`src/rtl/tlp_rx_snoop_capture.sv`:
```
// Passive snoop of the 64-bit PCIe RX stream into the encapsulation FIFO, whole TLPs only.
// Optional type filter (mem rd/wr and completions only) when NETTLP_SNOOP_FILTER_EN is defined.
module tlp_rx_snoop_capture #(
   parameter int FIFO_HEADROOM = 4,
   parameter int DROP_CNT_W    = 32,
   localparam int DIN_W        = 96
) (
   input  logic                  pcie_clk,
   input  logic                  pcie_rst,
   input  logic                  rx_tvalid,
   input  logic                  rx_tready,
   input  logic                  rx_tlast,
   input  logic [7:0]            rx_tkeep,
   input  logic [63:0]           rx_tdata,
   input  logic                  rx_err_fwd,
   input  logic                  snoop_en,
   input  logic                  prog_full,
   output logic                  wr_en,
   output logic [DIN_W-1:0]      din,
   output logic [DROP_CNT_W-1:0] drop_cnt
);

   typedef enum logic [2:0] {SYNC, IDLE, HDR, BODY, DROP} state_t;

   state_t                state_q, state_d;
   logic                  stg_vld_q, stg_vld_d;
   logic                  stg_last_q, stg_last_d;
   logic [7:0]            stg_keep_q, stg_keep_d;
   logic [63:0]           stg_data_q, stg_data_d;
   logic                  err_acc_q, err_acc_d;
   logic [12:0]           len_q, len_d;
   logic [7:0]            tag_q, tag_d;
   logic                  is_cpl_q, is_cpl_d;
   logic [DROP_CNT_W-1:0] drop_cnt_q, drop_cnt_d;

   logic        beat;
   logic        wr_c;
   logic [2:0]  fmt;
   logic [3:0]  ty;
   logic [9:0]  len10;
   logic [12:0] sop_len;
   logic        is_cpl_in;
   logic        type_ok;
   logic [7:0]  out_tag;

   always_comb begin
      beat      = rx_tvalid & rx_tready;
      fmt       = rx_tdata[31:29];
      ty        = rx_tdata[28:25];
      len10     = rx_tdata[9:0];
      is_cpl_in = (ty == 4'b0101);
`ifdef NETTLP_SNOOP_FILTER_EN
      type_ok   = (ty == 4'b0000) || is_cpl_in;
`else
      type_ok   = 1'b1;
`endif
      sop_len   = (fmt[0] ? 13'd16 : 13'd12) +
                  (fmt[1] ? ((len10 == 10'd0) ? 13'd4096 : {1'b0, len10, 2'b00}) : 13'd0);
      // A tlast beat always leaves the stage on the next cycle; others wait for a successor.
      wr_c      = stg_vld_q & (stg_last_q | beat);

      state_d    = state_q;
      stg_vld_d  = stg_vld_q & ~wr_c;
      stg_last_d = stg_last_q;
      stg_keep_d = stg_keep_q;
      stg_data_d = stg_data_q;
      err_acc_d  = err_acc_q;
      len_d      = len_q;
      tag_d      = tag_q;
      is_cpl_d   = is_cpl_q;
      drop_cnt_d = drop_cnt_q;

      case (state_q)
         SYNC: if (beat && rx_tlast) state_d = IDLE;
         IDLE: begin
            if (beat && !rx_tlast) begin
               if (!snoop_en || prog_full || !type_ok) begin
                  state_d = DROP;
                  if (prog_full && (drop_cnt_q != {DROP_CNT_W{1'b1}}))
                     drop_cnt_d = drop_cnt_q + 1'b1;
               end else begin
                  state_d    = HDR;
                  stg_vld_d  = 1'b1;
                  stg_last_d = 1'b0;
                  stg_keep_d = rx_tkeep;
                  stg_data_d = rx_tdata;
                  err_acc_d  = rx_err_fwd;
                  len_d      = sop_len;
                  tag_d      = rx_tdata[47:40];
                  is_cpl_d   = is_cpl_in;
               end
            end
         end
         HDR, BODY: begin
            if (beat) begin
               state_d    = rx_tlast ? IDLE : BODY;
               stg_vld_d  = 1'b1;
               stg_last_d = rx_tlast;
               stg_keep_d = rx_tkeep;
               stg_data_d = rx_tdata;
               err_acc_d  = err_acc_q | rx_err_fwd;
               if ((state_q == HDR) && is_cpl_q) tag_d = rx_tdata[15:8];
            end
         end
         DROP: if (beat && rx_tlast) state_d = IDLE;
         default: state_d = SYNC;
      endcase

      // Completion tag lives in DW2, which is only visible as beat 0 leaves the stage.
      out_tag = ((state_q == HDR) && is_cpl_q) ? rx_tdata[15:8] : tag_q;
      wr_en   = wr_c & ~pcie_rst;
      din     = wr_en ? {1'b1, stg_last_q, stg_keep_q, stg_data_q, stg_last_q & err_acc_q,
                         len_q, out_tag} : '0;
      drop_cnt = drop_cnt_q;
   end

   always_ff @(posedge pcie_clk) begin
      if (pcie_rst) begin
         state_q    <= SYNC;
         stg_vld_q  <= 1'b0;
         stg_last_q <= 1'b0;
         stg_keep_q <= '0;
         stg_data_q <= '0;
         err_acc_q  <= 1'b0;
         len_q      <= '0;
         tag_q      <= '0;
         is_cpl_q   <= 1'b0;
         drop_cnt_q <= '0;
      end else begin
         state_q    <= state_d;
         stg_vld_q  <= stg_vld_d;
         stg_last_q <= stg_last_d;
         stg_keep_q <= stg_keep_d;
         stg_data_q <= stg_data_d;
         err_acc_q  <= err_acc_d;
         len_q      <= len_d;
         tag_q      <= tag_d;
         is_cpl_q   <= is_cpl_d;
         drop_cnt_q <= drop_cnt_d;
      end
   end

endmodule

```
`config.mk`:
```
export PLATFORM = sky130hd
export DESIGN_NAME = tlp_rx_snoop_capture
export DESIGN_NICKNAME = d
export VERILOG_FILES = /design/src/rtl/tlp_rx_snoop_capture.sv
export SDC_FILE = /design/constraint.sdc
export NUM_CORES = 1
export LEC_CHECK = 0
export ABC_AREA = 1
export CORE_UTILIZATION = 47
export CTS_CLUSTER_DIAMETER = 80
export DETAILED_ROUTE_END_ITERATION = 7
export GPL_TIMING_DRIVEN = 0
export PLACE_DENSITY = 0.78
export SYNTH_ARGS = -nofsm -noshare
export SYNTH_HDL_FRONTEND = slang
export SYNTH_SLANG_ARGS = --single-unit
export TNS_END_PERCENT = 5
```
`constraint.sdc`:
```
create_clock -name pcie_clk -period 3 [get_ports pcie_clk]
set_clock_uncertainty 0.2 [all_clocks]
set_input_delay 0.6 -clock pcie_clk [delete_from_list [all_inputs] [get_ports pcie_clk]]
set_output_delay 0.6 -clock pcie_clk [all_outputs]
set_load 0.01 [all_outputs]
```
==> impl_metrics.py, run 1 <==
metrics = {
    "run_status": {
        "status": "completed",
    },
    "min_path": {
        "min_to": "stg_data_q[21]$_SDFFE_PP0P_",
        "worstHoldPathCells": 2,
        "classification_of_the_worst_slack_hold_path": "reg2reg",
        "timing.hold.worst.start": "stg_data_q[21]$_SDFFE_PP0P_",
    },
    "finish": {
        "nFillCells": 1267,
        "stdcell_count": 1433,
        "final_net_count": 1327,
        "multi_input_comb_area_sq_um": 3230,
        "stdcell_area_sq_um": 9290,
        "drive_gt1_share_pct": 16.5,
        "final_core_area_utilization_pct": 67.2,
        "seqCellArea_sq_um": 2600,
        "areaGrowthSynthToFinish_pct": 39.8,
    },
    "cts": {
        "post_cts_hold_buffer_count": 0,
        "clock_path_buffers": 2,
        "cts.clk_slew.worst_paths_ns": 0.05,
        "htreeDepth": 4,
        "insertion_delay_ns": 0.42,
        "cts_num_sinks": 130,
        "tritoncts": "done",
        "numCtsBuffers": 17,
        "root_buf_cell": "sky130_fd_sc_hd__clkbuf_16",
    },
    "synth": {
        "synthFlopType": "sky130_fd_sc_hd__dfxtp_1",
        "yosysWarnings": 0,
        "leading_cell_types_by_count_after_synthesis": "189 x sky130_fd_sc_hd__nand2_1, 169 x sky130_fd_sc_hd__nor2_1, 152 x sky130_fd_sc_hd__inv_1",
        "yosys-top-cells-area": "sky130_fd_sc_hd__dfxtp_1 39%, sky130_fd_sc_hd__nand2_1 11%, sky130_fd_sc_hd__nor2_1 9.5%",
        "synth.top_cell.area_share_pct": 39.2,
        "synth_seq_cells": 130,
        "number_of_distinct_library_cell_variants_in_the_gate_level_netlist_after_synthesis": 40,
        "synth.largest_area_cell": "sky130_fd_sc_hd__dfxtp_1",
        "seq_area_frac_synth_pct": 39.2,
        "syn_inst": 1010,
        "async_flop_share_pct": 0,
        "mapped_avg_cell_area_sq_um": 6.58,
        "post_synth_instance_area_sq_um": 6640,
        "synth_edf_count": 0,
        "yosys.cell_count.top_type": "sky130_fd_sc_hd__nand2_1",
    },
    "placement": {
        "place_inst": 1397,
        "post-dp-hpwl_um": 14900,
        "detailed_place.area_sq_um": 8930,
        "place.port_buffers": 206,
        "place_congestion": 0.954,
    },
    "setup_path": {
        "crit_path_top_delay_cell": "sky130_fd_sc_hd__clkdlybuf4s50_1",
        "cpPeakStageDelay_ns": 0.48,
        "timing.critical_path.cells": "clkdlybuf4s50_1 > nand2_2 > inv_2 > nor2_1 > nor3_2 > inv_2 > buf_4 > nor2_1 > clkdlybuf4s15_2",
        "reg2reg_depth": 11,
        "worst_r2r_endpoint": "drop_cnt[17]$_SDFFE_PP0P_",
        "critical_path.max_fanout": 10,
        "critPathKind": "in2out",
        "critical_path.endpoint_type": "output pin",
        "critical_path_source_type": "input pin",
        "worst_ep_required_time_ns": 2.20,
        "regToRegStartpoint": "drop_cnt[1]$_SDFFE_PP0P_",
        "reg2reg_setup_slack_ns": 0.86,
        "setup.worst_path.start": "rx_tvalid",
        "cp.arrival_ns": 2.14,
    },
    "timing": {
        "rsz0062_at_grt": "true",
        "setup_viol": 0,
        "timing.max_slew.rel_slack_pct": 57.4,
        "fin_crit_ns": 2.94,
        "max_freq_mhz": 340,
        "drv_slew": 0,
        "layout_worst_path_cycle_share_pct": 98.1,
        "finalHoldViolations": 0,
        "worstMarginPinSlew_ns": 0.638,
    },
    "routing": {
        "routed_wirelength_um": 20100,
        "postRouteAntennaNets": 0,
        "detail_route.wl_per_cell_um": 14.0,
        "detail_route.vias_per_cell": 5.02,
        "route.vias.total": 7193,
        "drt_drc_violations_left": 0,
        "first_pass_iters": 5,
        "detailedRoute.firstIterationViolations": 523,
    },
    "power": {
        "pwr_density_cell_nw_per_um2": 448,
        "vdd.ir_drop.worst_mv": 0.362,
        "leakagePower_nw": 3.70,
    },
    "global_routing": {
        "globalRouteTotalUtil_pct": 27.6,
        "maximum_number_of_pins_on_one_net_before_global_route_repair": 17,
        "grt.overflow.total": 0,
        "antenna_found_initial": 0,
        "grt_first_pass_wirelength_um": 31500,
        "first_global_vias": 6422,
    },
    "floorplan": {
        "core_region_area_sq_um": 13800,
        "row_count": 43,
        "num_io_pins": 209,
        "initial_core_util_pct": 48.0,
        "chip_width_um": 121,
        "die_height_um": 121,
        "design.die.area_sq_um": 14600,
    },
    "flow_run": {
        "drv_cap": 0,
    },
}
==> per-stage QoR <==
step | setup slack [ns] | power (mW) | TNS (ns) | hold slack (ns)
after CTS | -0.122 | 4.18 | -1.17 | 0.252
final | 0.0566 | 4.16 | 0 | 0.250
after detailed placement | -0.968 | 2.09 | -78.88 | 0.243
after global placement | -0.967 | 2.09 | -78.52 | 0.239
after global routing | -0.0415 | 4.28 | -0.305 | 0.268
after floorplan | 0.371 | 1.93 | 0 | 0.230
==> layer usage <==
layer / vias to the layer above / track usage, % / share of wire (%)
met4: 0 / 11.1 / 2.8
li1: 3627 / - / -
met5: - / 0 / 0
met1: 3232 / 35.5 / 44
met2: 289 / 44.5 / 46
met3: 45 / 6.44 / 7.4
==> cell families (layout without fill, tap and decap cells) <==
family | Yosys count | count (layout) | share of synthesized area (%)
AND/OR/NAND/NOR | 428 | 428 | 27.2
AO/OA/AOI/OAI | 224 | 224 | 17.5
buffers and inverters | 209 | 450 | 13.3
flip-flops | 130 | 130 | 39.2
XOR/XNOR | 13 | 13 | 1.71
adder cells (fa/ha/maj) | 5 | 5 | 1.05
other | 1 | 3 | 0.0565
==> worst max-delay path, delay by kind of cell <==
family / cells / cell delay [ns]
buf+inv: 5 / 1.10
simple gates: 4 / 0.44
==> state kept, by name, indices dropped and copies added, names as in the netlist <==
name and count:
stg_last_q 1, is_cpl_q 1, drop_cnt 32, stg_keep_q 8, state_q 3, stg_vld_q 1
tag_q 8, len_q 11, err_acc_q 1, stg_data_q 64
==> power by group <==
group	leakage [nW]	switching (mW)	internal, mW
registers	1.05	0.0115	1.75
clock network	0.284	0.724	1.37
logic	2.37	0.155	0.148
total	3.70	0.891	3.27
==> area by class of cell <==
cell class                      instances  area share, %
Antenna cell                            1         0.0269
Buffer                                 50           3.83
Clock buffer                           22           4.78
Clock inverter                          7           1.46
Inverter                              159           6.45
Multi-Input combinational cell        672           34.7
Sequential cell                       130           28.0
Tap cell                              180           2.43
Timing Repair Buffer                  212           18.3
==> how the worst max path moves through the flow <==
stage | to | slack (ns) | cells after the start
CTS | din[68] | -0.12 | 10
global placement | din[35] | -0.97 | 10
detailed placement | din[35] | -0.97 | 10
finish | din[6] | 0.06 | 9
global route | din[6] | -0.04 | 9
floorplan | din[25] | 0.37 | 8
==> cells in the final DEF (no fill, tap or decap), drive strengths merged, types with 3 or more instances in the layout <==
cell type,n
nand3,33
o21ai,105
o211ai,5
o21bai,5
clkbuf,42
dfxtp,130
a21oi,107
nand3b,7
clkdlybuf4s15,8
nor2,177
clkdlybuf4s50,111
nand2,195
nand4,7
xor2,10
clkinv,4
nor3,7
ha,4
inv,158
bufinv,4
xnor2,3
buf,122
==> what timing repair did <==
| action | CTS | global route |
|---|---|---|
| pin swaps | 2 | 2 |
| resized for setup | 376 | 45 |
| setup buffers | 4 | 1 |
| gates cloned | 1 | 0 |
| endpoints found under the setup margin | 95 | 94 |
Power figures use the tool's default switching activity.
==> inputs of run 2 (changes only) <==
- CTS_BUF_LIST: unset -> sky130_fd_sc_hd__clkbuf_4 sky130_fd_sc_hd__clkbuf_8 sky130_fd_sc_hd__clkbuf_16
- SETUP_SLACK_MARGIN: unset -> 0.2
- clock period: 3 -> 2.9 ns (I/O delays scaled with it)
==> impl_metrics.py, run 2 (synthesis gave the netlist of run 1 again) <==
metrics = {
    "timing": {
        "fin_tns_setup_ns": 0,
        "layout_worst_path_cycle_share_pct": 92.1,
        "worstMarginPinSlew_ns": 0.641,
        "finalHoldViolations": 0,
        "setup_viol": 0,
        "fin_crit_ns": 2.67,
        "max_freq_mhz": 374,
        "rsz0062_at_grt": "true",
        "timing.max_slew.rel_slack_pct": 57.3,
        "drv_slew": 0,
    },
    "floorplan": {
        "die_height_um": 121,
        "chip_width_um": 121,
        "row_count": 43,
        "core_region_area_sq_um": 13800,
        "initial_core_util_pct": 48.0,
        "design.die.area_sq_um": 14600,
        "num_io_pins": 209,
    },
    "power": {
        "vdd.ir_drop.worst_mv": 0.377,
        "switching_share_pct": 21.2,
        "internal-power_mw": 3.43,
        "power_frac_clock_pct": 50.9,
        "leakagePower_nw": 3.75,
        "pwr_density_cell_nw_per_um2": 463,
        "pwr-share-seq_pct": 41.9,
        "share_comb_of_total_power_pct": 7.2,
        "net_switching_power_figure_uw": 924,
    },
    "routing": {
        "detail_route.wl_per_cell_um": 14.0,
        "routed_wirelength_um": 20100,
        "route.vias.total": 7239,
        "postRouteAntennaNets": 0,
        "detailedRoute.firstIterationViolations": 578,
        "drt_drc_violations_left": 0,
        "first_pass_iters": 6,
        "detail_route.vias_per_cell": 5.05,
    },
    "finish": {
        "drive_gt1_share_pct": 15.8,
        "nFillCells": 1252,
        "max_flop_register": "stg_data_q",
        "most_frequent_cells_in_the_layout": "188 x sky130_fd_sc_hd__nand2_1, 154 x sky130_fd_sc_hd__nor2_1, 151 x sky130_fd_sc_hd__inv_1, 130 x sky130_fd_sc_hd__dfxtp_1, 108 x sky130_fd_sc_hd__clkdlybuf4s50_1",
        "final_net_count": 1327,
        "areaGrowthSynthToFinish_pct": 41.5,
        "stdcell_count": 1434,
        "layout.cells.most_common": "sky130_fd_sc_hd__nand2_1",
        "largest_reg_flops": 64,
        "stdcell_area_sq_um": 9400,
    },
    "cts": {
        "htreeDepth": 4,
        "post_cts_hold_buffer_count": 0,
        "cts_num_sinks": 130,
        "root_buf_cell": "sky130_fd_sc_hd__clkbuf_16",
        "numCtsBuffers": 17,
        "insertion_delay_ns": 0.43,
        "cts.clk_slew.worst_paths_ns": 0.05,
        "clock_path_buffers": 2,
        "tritoncts": "done",
    },
    "global_routing": {
        "first_global_vias": 6476,
        "maximum_number_of_pins_on_one_net_before_global_route_repair": 17,
        "gr-usage-met2_pct": 44.8,
        "gr-usage-met1_pct": 35.4,
        "grt_first_pass_wirelength_um": 31800,
        "antenna_found_initial": 1,
        "use_met3_pct": 7.10,
        "busiest_layer": "met2",
        "grt.overflow.total": 0,
        "globalRouteTotalUtil_pct": 27.9,
    },
    "setup_path": {
        "critPathKind": "reg2out",
        "critical_path.max_fanout": 10,
        "reg2reg_setup_slack_ns": 0.72,
        "crit_end": "din[5]",
        "critical_path_source_type": "flop",
        "cp.arrival_ns": 1.89,
        "worst_ep_required_time_ns": 2.12,
        "reg2reg_depth": 9,
        "regToRegStartpoint": "state_q[1]$_SDFFE_PP0P_",
        "setup.worst_path.start": "state_q[1]$_SDFFE_PP0P_",
        "worst_r2r_endpoint": "stg_keep_q[5]$_SDFFE_PP0P_",
        "critical_path.endpoint_type": "output pin",
    },
    "flow_run": {
        "drv_cap": 0,
    },
    "placement": {
        "place_congestion": 0.954,
        "place_inst": 1397,
        "detailed_place.area_sq_um": 8930,
        "post-dp-hpwl_um": 14900,
        "place.port_buffers": 206,
    },
    "min_path": {
        "classification_of_the_worst_slack_hold_path": "reg2reg",
    },
    "run_status": {
        "status": "completed",
    },
}
==> run 2: cell types whose count changed in the layout (fill, tap and decap cells not counted), moves of 3 or more <==
| cell | change |
|---|---|
| sky130_fd_sc_hd__clkbuf_1 | -5 |
| sky130_fd_sc_hd__buf_4 | -4 |
| sky130_fd_sc_hd__clkdlybuf4s15_1 | +3 |
| sky130_fd_sc_hd__buf_2 | -11 |
| sky130_fd_sc_hd__dlygate4sd2_1 | +9 |
| sky130_fd_sc_hd__clkdlybuf4s15_2 | +4 |
| sky130_fd_sc_hd__nor2_1 | +6 |
| sky130_fd_sc_hd__clkdlybuf4s50_1 | -3 |
| sky130_fd_sc_hd__nor2_2 | -6 |
| sky130_fd_sc_hd__clkbuf_4 | +6 |
==> run 2: repair_timing <==
action | in CTS | in global routing
setup endpoints to repair | 98 | 97
cloned | 2 | 0
setup buffers | 2 | 2
pin swaps | 3 | 2
resized for setup | 387 | 14
==> run 2: layer usage <==
layer  part of all wire (%)  vias up
met5                      0        -
met4                    2.9        0
met3                    7.7       48
met2                     46      295
met1                     44     3256
li1                       -     3640
==> run 2: worst min-delay path by stage <==
stage / from / to / slack [ns] / cells after the start
2_1_floorplan: stg_data_q[13]$_SDFFE_PP0P_ / stg_data_q[13]$_SDFFE_PP0P_ / 0.23 / 2
4_1_cts: stg_data_q[61]$_SDFFE_PP0P_ / stg_data_q[61]$_SDFFE_PP0P_ / 0.25 / 2
3_3_place_gp: stg_data_q[56]$_SDFFE_PP0P_ / stg_data_q[56]$_SDFFE_PP0P_ / 0.24 / 2
6_report: stg_data_q[21]$_SDFFE_PP0P_ / stg_data_q[21]$_SDFFE_PP0P_ / 0.25 / 2
3_5_place_dp: stg_keep_q[3]$_SDFFE_PP0P_ / stg_keep_q[3]$_SDFFE_PP0P_ / 0.24 / 2
5_1_grt: stg_data_q[36]$_SDFFE_PP0P_ / stg_data_q[36]$_SDFFE_PP0P_ / 0.27 / 2
==> run 2: cell type report <==
type,count,area (sq um),area share (%)
buffer,50,373,3.97
inverter,159,599,6.38
antenna,2,5.00,0.0533
multi-input combinational,672,3220,34.3
clock inverter,7,135,1.44
tap,180,225,2.40
clock buffer,22,463,4.93
sequential,130,2600,27.7
timing repair buffer,212,1770,18.8
==> run 2: critical path: stages (launching register included) <==
cell	delay (ns)
sky130_fd_sc_hd__dfxtp_1	0.35
sky130_fd_sc_hd__inv_1	0.10
sky130_fd_sc_hd__nor2_4	0.18
sky130_fd_sc_hd__nand3_4	0.12
sky130_fd_sc_hd__clkbuf_4	0.21
sky130_fd_sc_hd__o21ai_0	0.27
sky130_fd_sc_hd__nor2_1	0.08
sky130_fd_sc_hd__buf_2	0.15
==> run 2: power by group through the flow <==
stage / Clock [mW] / Sequential, mW / Combinational (mW)
after floorplan: 0 / 1.86 / 0.142
after global placement: 0 / 1.86 / 0.302
after detailed placement: 0 / 1.86 / 0.305
after CTS: 2.24 / 1.82 / 0.309
after global routing: 2.31 / 1.82 / 0.348
final: 2.21 / 1.82 / 0.315
==> run 2: per-stage QoR <==
stage                     power [mW]  hold WS [ns]  utilization (%)  setup WS (ns)
after CTS                       4.37         0.252             67.7          0.176
after global placement          2.16         0.239             64.6          -1.03
after detailed placement        2.16         0.243             64.6          -1.03
final                           4.35         0.251             68.0          0.230
after global routing            4.48         0.268             67.9          0.133
after floorplan                 2.00         0.230                -          0.311
==> inputs of run 3 (changes only) <==
- CORE_MARGIN: unset -> 5
==> impl_metrics.py, run 3 (synthesis gave the netlist of run 1 again) <==
metrics = {
    "finish": {
        "nFillCells": 1279,
        "stdcell_count": 1435,
        "max_flop_register": "stg_data_q",
        "antennaDiodeCount": 0,
        "most_frequent_cells_in_the_layout": "188 x sky130_fd_sc_hd__nand2_1, 162 x sky130_fd_sc_hd__nor2_1, 151 x sky130_fd_sc_hd__inv_1, 130 x sky130_fd_sc_hd__dfxtp_1, 107 x sky130_fd_sc_hd__clkdlybuf4s50_1",
        "final_net_count": 1328,
        "drive_gt1_share_pct": 15.3,
        "largest_reg_flops": 64,
        "areaGrowthSynthToFinish_pct": 41.6,
        "layout.cells.most_common": "sky130_fd_sc_hd__nand2_1",
    },
    "floorplan": {
        "design.die.area_sq_um": 16600,
        "initial_core_util_pct": 47.9,
        "chip_width_um": 129,
        "core_region_area_sq_um": 13900,
        "die_height_um": 129,
        "num_io_pins": 209,
        "row_count": 43,
    },
    "timing": {
        "drv_slew": 0,
        "fin_tns_setup_ns": 0,
        "rsz0062_at_grt": "true",
        "fin_crit_ns": 2.70,
        "timing.max_slew.rel_slack_pct": 60.2,
        "setup_viol": 0,
        "max_freq_mhz": 370,
        "worstMarginPinSlew_ns": 0.597,
        "whs_ns": 0.252,
        "layout_worst_path_cycle_share_pct": 93.2,
        "finalHoldViolations": 0,
    },
    "cts": {
        "clock_path_buffers": 2,
        "insertion_delay_ns": 0.42,
        "root_buf_cell": "sky130_fd_sc_hd__clkbuf_16",
        "htreeDepth": 4,
        "numCtsBuffers": 17,
        "tritoncts": "done",
        "cts_num_sinks": 130,
        "cts.clk_slew.worst_paths_ns": 0.06,
        "post_cts_hold_buffer_count": 0,
    },
    "placement": {
        "place_inst": 1397,
        "place.port_buffers": 206,
        "post-dp-hpwl_um": 15700,
        "place_congestion": 0.941,
    },
    "routing": {
        "detail_route.wl_per_cell_um": 14.5,
        "route.vias.total": 7240,
        "detailedRoute.firstIterationViolations": 413,
        "drt_drc_violations_left": 0,
        "routed_wirelength_um": 20800,
        "postRouteAntennaNets": 0,
        "first_pass_iters": 5,
        "detail_route.vias_per_cell": 5.05,
    },
    "setup_path": {
        "reg2reg_setup_slack_ns": 0.75,
        "worst_ep_required_time_ns": 2.12,
        "crit_end": "din[95]",
        "timing.critical_path.cells": "dlygate4sd2_1 > nand2_2 > inv_2 > nor2_2 > nor3_2 > buf_4 > buf_4 > buf_4 > buf_4 > dlygate4sd2_1",
        "critPathKind": "in2out",
        "path_common_cell": "sky130_fd_sc_hd__buf_4",
        "reg2reg_depth": 11,
        "worst_r2r_endpoint": "drop_cnt[9]$_SDFFE_PP0P_",
        "cp.buffers_inverters": 7,
        "worst_path_dominant_cell_family": "buffers and inverters",
        "critical_path.endpoint_type": "output pin",
        "critical_path_source_type": "input pin",
        "regToRegStartpoint": "drop_cnt[1]$_SDFFE_PP0P_",
        "crit_path_top_delay_cell": "sky130_fd_sc_hd__dlygate4sd2_1",
        "cp.arrival_ns": 1.92,
        "setup.worst_path.start": "rx_tready",
        "cpPeakStageDelay_ns": 0.27,
        "critical_path_depth": 10,
        "critical_path.max_fanout": 2,
    },
    "power": {
        "pwr_density_cell_nw_per_um2": 454,
        "switching_share_pct": 22.6,
        "vdd.ir_drop.worst_mv": 0.382,
        "leakagePower_nw": 3.74,
        "share_comb_of_total_power_pct": 7.4,
        "power_frac_clock_pct": 50.0,
        "fin_total_pwr_mw": 4.27,
        "pwr-share-seq_pct": 42.7,
        "net_switching_power_figure_uw": 964,
        "internal-power_mw": 3.30,
    },
    "global_routing": {
        "grt.overflow.total": 0,
        "maximum_number_of_pins_on_one_net_before_global_route_repair": 17,
        "antenna_found_initial": 0,
        "first_global_vias": 6724,
        "grt_first_pass_wirelength_um": 33400,
        "globalRouteTotalUtil_pct": 25.2,
    },
    "flow_run": {
        "drv_cap": 0,
    },
    "run_status": {
        "status": "completed",
    },
    "min_path": {
        "classification_of_the_worst_slack_hold_path": "reg2reg",
    },
}
[run 3: cell count changes in the layout (fill, tap and decap cells not counted), moves of 4 or more]
cell / previous run / this run
sky130_fd_sc_hd__clkbuf_8: 3 / 8
sky130_fd_sc_hd__clkdlybuf4s15_1: 4 / 8
sky130_fd_sc_hd__nor2_1: 154 / 162
sky130_fd_sc_hd__nor2_2: 18 / 8
[run 3: worst min path at each step]
stage	depth (start not counted)	start	end
3_5_place_dp	2	stg_data_q[18]$_SDFFE_PP0P_	stg_data_q[18]$_SDFFE_PP0P_
3_3_place_gp	2	stg_data_q[59]$_SDFFE_PP0P_	stg_data_q[59]$_SDFFE_PP0P_
5_1_grt	2	stg_data_q[35]$_SDFFE_PP0P_	stg_data_q[35]$_SDFFE_PP0P_
4_1_cts	2	len_q[2]$_SDFFE_PP0P_	len_q[2]$_SDFFE_PP0P_
6_report	2	stg_data_q[55]$_SDFFE_PP0P_	stg_data_q[55]$_SDFFE_PP0P_
2_1_floorplan	2	stg_data_q[13]$_SDFFE_PP0P_	stg_data_q[13]$_SDFFE_PP0P_
[run 3: stage by stage]
step                setup slack, ns  utilization (%)  cell area, sq um
floorplan                     0.311                -              6650
global placement             -0.978             64.4              8930
detailed placement           -0.986             64.4              8930
CTS                           0.175             67.7              9400
global route                 0.0877             67.7              9400
finish                        0.199             67.7              9400
[run 3: per-layer routing]
layer | global-route usage (%) | wire (um)
met2 | 39.2 | 9540
met5 | 0 | 0
met3 | 6.06 | 1720
met1 | 33.8 | 9040
met4 | 10.0 | 475
[run 3: area by class of cell]
type	instances	area, sq um	share of cell area, %
clock inverters	9	106	1.13
flip-flops and latches	130	2600	27.7
repair buffers	213	1800	19.1
plain buffers	50	374	3.98
clock buffers	22	482	5.12
well taps	180	225	2.39
multi-input cells	672	3210	34.2
inverters	159	599	6.37
[run 3: power by group through the flow]
stage                     clock (mW)  sequential (mW)  combinational (mW)
after floorplan                    0             1.86               0.142
after global placement             0             1.86               0.299
after detailed placement           0             1.86               0.304
after CTS                       2.17             1.82               0.311
after global routing            2.24             1.82               0.345
final                           2.13             1.82               0.314
[run 3: worst register-to-register path: cells and delay by family, from the launching register on]
kind,cells,cell delay (ns)
AO/OA/AOI/OAI,1,0.07
buffers and inverters,1,0.16
adder cells (fa/ha/maj),1,0.26
AND/OR/NAND/NOR,8,0.95
flip-flops,1,0.39
[run 3: what timing repair did]
item | CTS | global route
gates cloned | 2 | 0
pin swaps | 2 | 0
buffers inserted | 5 | 0
gates resized for setup | 391 | 4
endpoints found under the setup margin | 96 | 45
